--- src/rtl/fetch_unit.sv ---
// Instruction fetch stage: reads one word per PC over req/ack, holds it
// for the decoder and strobes pc's inc on every accepted instruction.
//
// Ports:
//   clk, clr            clock, asynchronous active-low reset
//   pc_val              current PC from pc
//   Disable, flush      fetch stall, redirect (discard in-flight/held)
//   mem_req, mem_addr   instruction memory read request and address
//   mem_ack, mem_rdata  one-cycle read acknowledge and data
//   instr, instr_valid  fetched instruction to decoder
//   instr_ready         decoder accepts instr
//   inc                 combinational increment strobe to pc
//   fetch_err           sticky fault (misaligned PC or memory timeout)
module fetch_unit #(
    parameter int ADDR_W  = 32,
    parameter int DATA_W  = 32,
    parameter int TIMEOUT = 15
) (
    input  logic              clk,
    input  logic              clr,
    input  logic [ADDR_W-1:0] pc_val,
    input  logic              Disable,
    input  logic              flush,
    output logic              mem_req,
    output logic [ADDR_W-1:0] mem_addr,
    input  logic              mem_ack,
    input  logic [DATA_W-1:0] mem_rdata,
    output logic [DATA_W-1:0] instr,
    output logic              instr_valid,
    input  logic              instr_ready,
    output logic              inc,
    output logic              fetch_err
);

    typedef enum logic [2:0] {
        IDLE,
        REQ,
        HOLD,
        DRAIN,
        ERR
    } state_t;

    localparam int CW = (TIMEOUT > 0) ? $clog2(TIMEOUT + 1) : 1;
    localparam logic [CW-1:0] TMAX = CW'(TIMEOUT);

    state_t            state_q;
    logic              mem_req_q;
    logic [ADDR_W-1:0] mem_addr_q;
    logic [DATA_W-1:0] instr_q;
    logic              instr_valid_q;
    logic              fetch_err_q;
    logic [CW-1:0]     cnt_q;
    logic [CW-1:0]     cnt_d;
    logic              tmo;
    logic              hs;

    // Saturating wait counter; tmo flags the wait cycle that reaches
    // TIMEOUT, which only matters when no ack arrives in that cycle.
    always_comb begin
        cnt_d = (cnt_q == TMAX) ? cnt_q : cnt_q + 1'b1;
        tmo   = (TIMEOUT != 0) && (cnt_d == TMAX);
        hs    = (state_q == HOLD) & instr_ready & ~Disable & ~flush;
    end

    assign inc         = hs;
    assign mem_req     = mem_req_q;
    assign mem_addr    = mem_addr_q;
    assign instr       = instr_q;
    assign instr_valid = instr_valid_q;
    assign fetch_err   = fetch_err_q;

    always_ff @(posedge clk or negedge clr) begin
        if (!clr) begin
            state_q       <= IDLE;
            mem_req_q     <= 1'b0;
            mem_addr_q    <= '0;
            instr_q       <= '0;
            instr_valid_q <= 1'b0;
            fetch_err_q   <= 1'b0;
            cnt_q         <= '0;
        end else begin
            unique case (state_q)
                IDLE: begin
                    if (!Disable && !flush) begin
                        if (pc_val[1:0] != 2'b00) begin
                            fetch_err_q <= 1'b1;
                            state_q     <= ERR;
                        end else begin
                            mem_addr_q <= pc_val;
                            mem_req_q  <= 1'b1;
                            cnt_q      <= '0;
                            state_q    <= REQ;
                        end
                    end
                end
                REQ: begin
                    if (mem_ack) begin
                        mem_req_q <= 1'b0;
                        if (flush) begin
                            state_q <= IDLE;
                        end else begin
                            instr_q       <= mem_rdata;
                            instr_valid_q <= 1'b1;
                            state_q       <= HOLD;
                        end
                    end else if (tmo) begin
                        cnt_q       <= cnt_d;
                        mem_req_q   <= 1'b0;
                        fetch_err_q <= 1'b1;
                        state_q     <= ERR;
                    end else begin
                        cnt_q <= cnt_d;
                        if (flush) state_q <= DRAIN;
                    end
                end
                DRAIN: begin
                    // Request stays up until the bus answers; data dropped.
                    if (mem_ack) begin
                        mem_req_q <= 1'b0;
                        state_q   <= IDLE;
                    end else if (tmo) begin
                        cnt_q       <= cnt_d;
                        mem_req_q   <= 1'b0;
                        fetch_err_q <= 1'b1;
                        state_q     <= ERR;
                    end else begin
                        cnt_q <= cnt_d;
                    end
                end
                HOLD: begin
                    if (flush || hs) begin
                        instr_valid_q <= 1'b0;
                        state_q       <= IDLE;
                    end
                end
                ERR: begin
                    mem_req_q     <= 1'b0;
                    instr_valid_q <= 1'b0;
                    if (flush) begin
                        fetch_err_q <= 1'b0;
                        state_q     <= IDLE;
                    end
                end
                default: state_q <= IDLE;
            endcase
        end
    end

endmodule

--- config.mk ---
export PLATFORM = sky130hd
export DESIGN_NAME = fetch_unit
export DESIGN_NICKNAME = d
export VERILOG_FILES = /design/src/rtl/fetch_unit.sv
export SDC_FILE = /design/constraint.sdc
export NUM_CORES = 1
export LEC_CHECK = 0
export ABC_AREA = 1
export BUFFER_PORTS_ARGS = -buffer_cell sky130_fd_sc_hd__buf_4
export CAP_MARGIN = 20
export CORE_MARGIN = 8
export CORE_UTILIZATION = 47
export CTS_CLUSTER_DIAMETER = 30
export DETAILED_ROUTE_END_ITERATION = 12
export HOLD_SLACK_MARGIN = 0.05
export PLACE_DENSITY = 0.76
export SYNTH_ARGS = -nofsm -noshare
export SYNTH_HDL_FRONTEND = slang
export SYNTH_SLANG_ARGS = --single-unit
export TNS_END_PERCENT = 20
--- constraint.sdc ---
create_clock -name clk -period 1.8 [get_ports clk]
set_clock_uncertainty 0.15 [all_clocks]
set_input_delay 0.36 -clock clk [delete_from_list [all_inputs] [get_ports clk]]
set_output_delay 0.36 -clock clk [all_outputs]
set_load 0.01 [all_outputs]
==> impl_metrics.ini, run 1 <==
[status]
outcome = finished, final reports clean

[timing]
worst_slew_pin_slew_ps = 494
timing.final.crit_share_pct = 96.9
hold_viol_final = 0
fin_setup_tns_ps = 0
rsz0062_at_grt = yes
drv_slew = 0
min_period_ps = 1740
setup_ws_ps = 55.2
slew_headroom_pct = 67.0
holdWs_ps = 61.8
finalSetupViolCount = 0
fmax_mhz = 573

[cts]
cts_tree = built
clkTransAtPathRegs_ps = 80
clock_sinks = 74
htree_num_levels = 3
numCtsBuffers = 9
clk_path_buf_depth = 2
cts-root-buf = clkbuf_8
clk_latency_ps = 330

[synthesis]
synth_xor_area_share_pct = 0
syn-cell-area_um2 = 3180
ys_warn_count = 0
yosysSeqAreaShare_pct = 58.2
synth.avg_cell_area_um2 = 10.8
synth_nets = 367
synth-compound-area-share_pct = 2.20
synth_fa_ha_area_share_pct = 0.393
synthMuxAreaShare_pct = 14.6
netlist_instances = 296
ys_ff_latch = 74
synth_top_family_by_area = simple AND/OR/NAND/NOR gates
yosys.area_share.simple_pct = 19.4
synth_cell_types = 22

[layout]
finish.utilization_pct = 68.9
syn_to_final_growth_pct = 44.5
drive_gt1_share_pct = 46.3
fillers = 523
final_common_cell = buf_4
final_cell_mix = buf_4, nand2_1, dfrtp_1
nets = 515
stdcell_count = 529
antennaDiodeCount = 0

[critical_path]
end_kind = flop
critPathBufInv = 1
worstPathArrival_ps = 1780
critPathMaxStageDelay_ps = 410
crit_type = flop to flop
cp_max_fo = 8
path_cells = buf_4, nor2_4, nand2_1, a21oi_1, o22ai_1
ff2ff_setup_slack_ps = 60
slowest_stage = dfrtp_2
required_ps = 1840
cp_top_family = compound AO/OA/AOI/OAI gates
critPathLaunchType = flop

[floorplanning]
die_h_um = 98.3
rows = 30
die_w_um = 98.3
ios = 138
die_area_um2 = 9660
coreArea_um2 = 6680
initial_utilization_pct = 47.7

[placed_design]
place_ws_ps = 43.4
io_buffers = 137
dp_hpwl_mm = 6.35
dp_cells = 511
gp_congestion = 0.854

[drt]
wl_per_cell_um = 15.9
wl_mm = 8.43
viasPerCell = 4.87
postRouteAntennaNets = 0
drt_first_pass_iters = 4
vias = 2575
drc_errors = 0
drt_iter0_drc = 96

[hold_path]
min_path_type = primary input to flop

[global_routing]
antenna_found_initial = 0
grt_pass1_wl_mm = 13.9
grt_overflow_total = 0
grt_max_degree = 34
grt_pass1_vias = 2811
grt_usage_pct = 17.9

[run]
drv_cap = 0

[power_and_ir_drop]
p_leak_uw = 0.00259
power_density_nw_per_um2 = 1650
ir_worst_vdd_uv = 837
[flip-flops by register name, summed over array words and instances, names as in the netlist]
register and flops:
instr 32, mem_addr 32, cnt_q 4, state_q 3, fetch_err 1, instr_valid 1, mem_req 1
[worst paths after layout]
| kind | startpoint | end | cells after the start |
|---|---|---|---|
| worst min-delay path | pc_val[20] | mem_addr[20] | 3 |
| min in group asynchronous | clr | instr[23] | 2 |
| worst min register to register | mem_addr[26] | mem_addr[26] | 2 |
| worst max register to register | state_q[2] | cnt_q[0] | 5 |
| max in group asynchronous | clr | mem_addr[22] | 3 |
| worst max-delay path | state_q[2] | cnt_q[0] | 5 |
[cell usage after synthesis]
library cell	number	share of area, %
buf_6	6	2.1
nand3_2	1	0.31
o21ai_0	2	0.31
nand3_1	6	0.94
nor2_4	3	1.1
nand4_1	2	0.39
ha_1	1	0.39
mux2_4	28	13
dfrtp_1	74	58
nor2_1	10	1.2
o21ai_1	1	0.16
inv_2	3	0.35
o22ai_1	4	0.79
a21oi_1	6	0.94
nand2_2	2	0.39
or2_1	1	0.20
inv_1	17	2.0
nor3_1	1	0.16
buf_4	3	0.71
nand4_4	1	0.67
mux2_2	4	1.4
nand2_1	120	14
[stage by stage]
stage	power [µW]	area [µm²]
after floorplan	4330	3180
final	7610	4600
after global placement	5810	4300
after CTS	7680	4590
after global routing	8090	4600
after detailed placement	5920	4300
[logic make-up after synthesis]
kind of cell / after synthesis
AND/OR/NAND/NOR: 147
flip-flops: 74
multiplexers: 32
buffers and inverters: 29
AO/OA/AOI/OAI: 13
adder cells (fa/ha/maj): 1
[layout make-up]
type | instances | area, µm² | share of cell area, %
Tap cell | 80 | 100 | 2.18
Sequential cell | 74 | 1850 | 40.3
Clock buffer | 11 | 141 | 3.07
Multi-Input combinational cell | 193 | 1180 | 25.7
Inverter | 20 | 75.1 | 1.63
Clock inverter | 5 | 125 | 2.72
Timing Repair Buffer | 146 | 1120 | 24.4
[tightest hold or removal path, stage by stage]
cell and delay (ps):
buf_4 80, nand2_1 40, nand2_1 50
[power breakdown]
| group | internal (µW) | switching (µW) |
|---|---|---|
| Combinational | 1650 | 1420 |
| Clock | 1100 | 601 |
| Sequential | 2400 | 442 |
[what timing repair did]
| action | in CTS | in global routing |
|---|---|---|
| resized for setup | 1 | 6 |
| setup endpoints to repair | 1 | 9 |
| endpoints found under the hold margin | 22 | 0 |
| pin swaps | 0 | 0 |
| buffers inserted | 1 | 0 |
| hold buffers | 1 | 0 |
[routing by layer]
metal / up-vias / share of wire (%) / track usage [%]
li1: 1230 / - / -
met5: - / 0 / 0
met3: 9 / 9.1 / 7.61
met4: 0 / 1.2 / 6.49
met1: 1224 / 43 / 21.7
met2: 112 / 46 / 27.7
Power figures use the tool's default switching activity.
==> run 2: changes to the inputs <==
Settings changed: SETUP_SLACK_MARGIN set to 0.1.
==> run 2 against run 1 <==
Against the previous run:
- routed wire length up 6.4%
- highest routed layer unchanged
- die area unchanged
- via count up 1.6%
- critical endpoint is now state_q[1]
- sequential power about the same
- core utilization up 2.5 points
- total power up 2.4%
==> impl_metrics.ini, run 2 (synthesized netlist as in run 1, its figures left out) <==
[run]
drv_cap = 0

[layout]
regArea_um2 = 1850
fillers = 495
final_common_cell = buf_4
drive_gt1_share_pct = 50.3
nets = 521
multi_input_area_um2 = 1250
final_cell_mix = buf_4, nand2_1, dfrtp_1
finish.utilization_pct = 71.4
stdcell_count = 535
antennaDiodeCount = 0
syn_to_final_growth_pct = 49.8

[global_routing]
grt_pass1_vias = 2812
grt_max_degree = 34
grt_usage_pct = 17.9
antenna_found_initial = 0
grt_pass1_wl_mm = 13.9
grt_overflow_total = 0

[power_and_ir_drop]
p_leak_uw = 0.00266
intPower_uw = 5220
clockPowerShare_pct = 21.8
switching_share_pct = 33.0
p_seq_share_pct = 36.6
power_frac_comb_pct = 41.5
ir_worst_vdd_uv = 847
p_switching_uw = 2570
p_total_uw = 7800
power_density_nw_per_um2 = 1630

[critical_path]
critPathMaxStageDelay_ps = 440
path_cells = ha_4, nand2_4, nand2_1, o21ai_2, nor2_1, nand2_2, nand3_2, nand3_1, nand2_1
critPathLaunchType = flop
required_ps = 1870
slowest_stage = dfrtp_1
ff2ff_setup_slack_ps = 120
crit_cells = 9
timing.rr.start = cnt_q[0]
rr_endpoint = state_q[1]
cp_max_fo = 4
path_common_cell = nand2_1
cp_top_family = simple AND/OR/NAND/NOR gates
critPathBufInv = 0
end_kind = flop
crit_type = flop to flop
crit_start = cnt_q[0]
r2r.worst_path.cells = 9
crit_end = state_q[1]
worstPathArrival_ps = 1750

[timing]
min_period_ps = 1680
fin_setup_tns_ps = 0
hold_viol_final = 0
drv_slew = 0
timing.final.crit_share_pct = 93.1
slew_headroom_pct = 76.1
fmax_mhz = 597
worst_slew_pin_slew_ps = 358
rsz0062_at_grt = yes
finalSetupViolCount = 0

[drt]
viasPerCell = 4.89
dr_wl_met2_mm = 4.31
top_layer = met4
drt_first_pass_iters = 4
wl_per_cell_um = 16.8
postRouteAntennaNets = 0
drt_iter0_drc = 95
drc_errors = 0
drt-met1-wl_mm = 3.73
wl_met3_um = 814
wl_mm = 8.97
vias = 2617

[floorplanning]
initial_utilization_pct = 47.7
rows = 30
ios = 138
coreArea_um2 = 6680
die_area_um2 = 9660
die_w_um = 98.3
die_h_um = 98.3

[cts]
cts_tree = built
numCtsBuffers = 9
clk_path_buf_depth = 2
clkTransAtPathRegs_ps = 80
clock_sinks = 74
clk_latency_ps = 330
cts-root-buf = clkbuf_8
htree_num_levels = 3

[hold_path]
min_path_type = primary input to flop
worstHoldPathCells = 3

[placed_design]
gp_congestion = 0.854
dp_cells = 511
dp_hpwl_mm = 6.35
io_buffers = 137

[status]
outcome = finished, final reports clean
## run 2: area by class of cell
class                           instances  share of cell area [%]
Clock buffer                           11                    2.96
Clock inverter                          5                    2.62
Inverter                               20                    1.68
Multi-Input combinational cell        193                    26.3
Sequential cell                        74                    38.9
Tap cell                               80                    2.10
Timing Repair Buffer                  152                    25.5
## run 2: worst reg2reg max path, delay by kind of cell (launching register included)
family	cells	cell delay, ps
adders and majority gates	1	200
AOI/OAI and AO/OA	1	140
and+or+nand+nor	7	640
DFF	1	440
## run 2: worst min path at each step
| stage | startpoint | endpoint |
|---|---|---|
| 4_1_cts | pc_val[20] | mem_addr[20] |
| 2_1_floorplan | clr | cnt_q[0] |
| 3_5_place_dp | clr | instr[28] |
| 6_report | pc_val[20] | mem_addr[20] |
| 3_3_place_gp | clr | instr[28] |
| 5_1_grt | pc_val[31] | mem_addr[31] |
## run 2: through the flow
step                hold WS (ps)  area (µm²)  worst slack, ps
finish                      59.2        4770              124
global route                50.8        4770             50.0
CTS                         51.4        4600             74.2
detailed placement           149        4300             43.4
global placement             143        4300              137
floorplan                  -85.6        3180              200
## run 2: what timing repair did
item,4_1_cts,5_1_grt
hold endpoints to repair,22,0
resized for setup,6,27
setup endpoints to repair,6,36
pin swaps,0,8
gates cloned,0,1
buffers inserted,1,5
hold buffers,1,0
## run 2: layer usage
metal	vias up	global-route usage (%)
met5	-	0
met4	0	6.49
met3	11	7.61
met2	115	27.7
met1	1247	21.7
li1	1244	-
## run 2: power by group through the flow
stage / Clock (µW) / Sequential [µW] / Combinational, µW
global route: 1800 / 2940 / 3550
floorplan: 0 / 3140 / 1190
global placement: 0 / 2830 / 2990
finish: 1700 / 2860 / 3240
detailed placement: 0 / 2850 / 3070
CTS: 1730 / 2840 / 3140
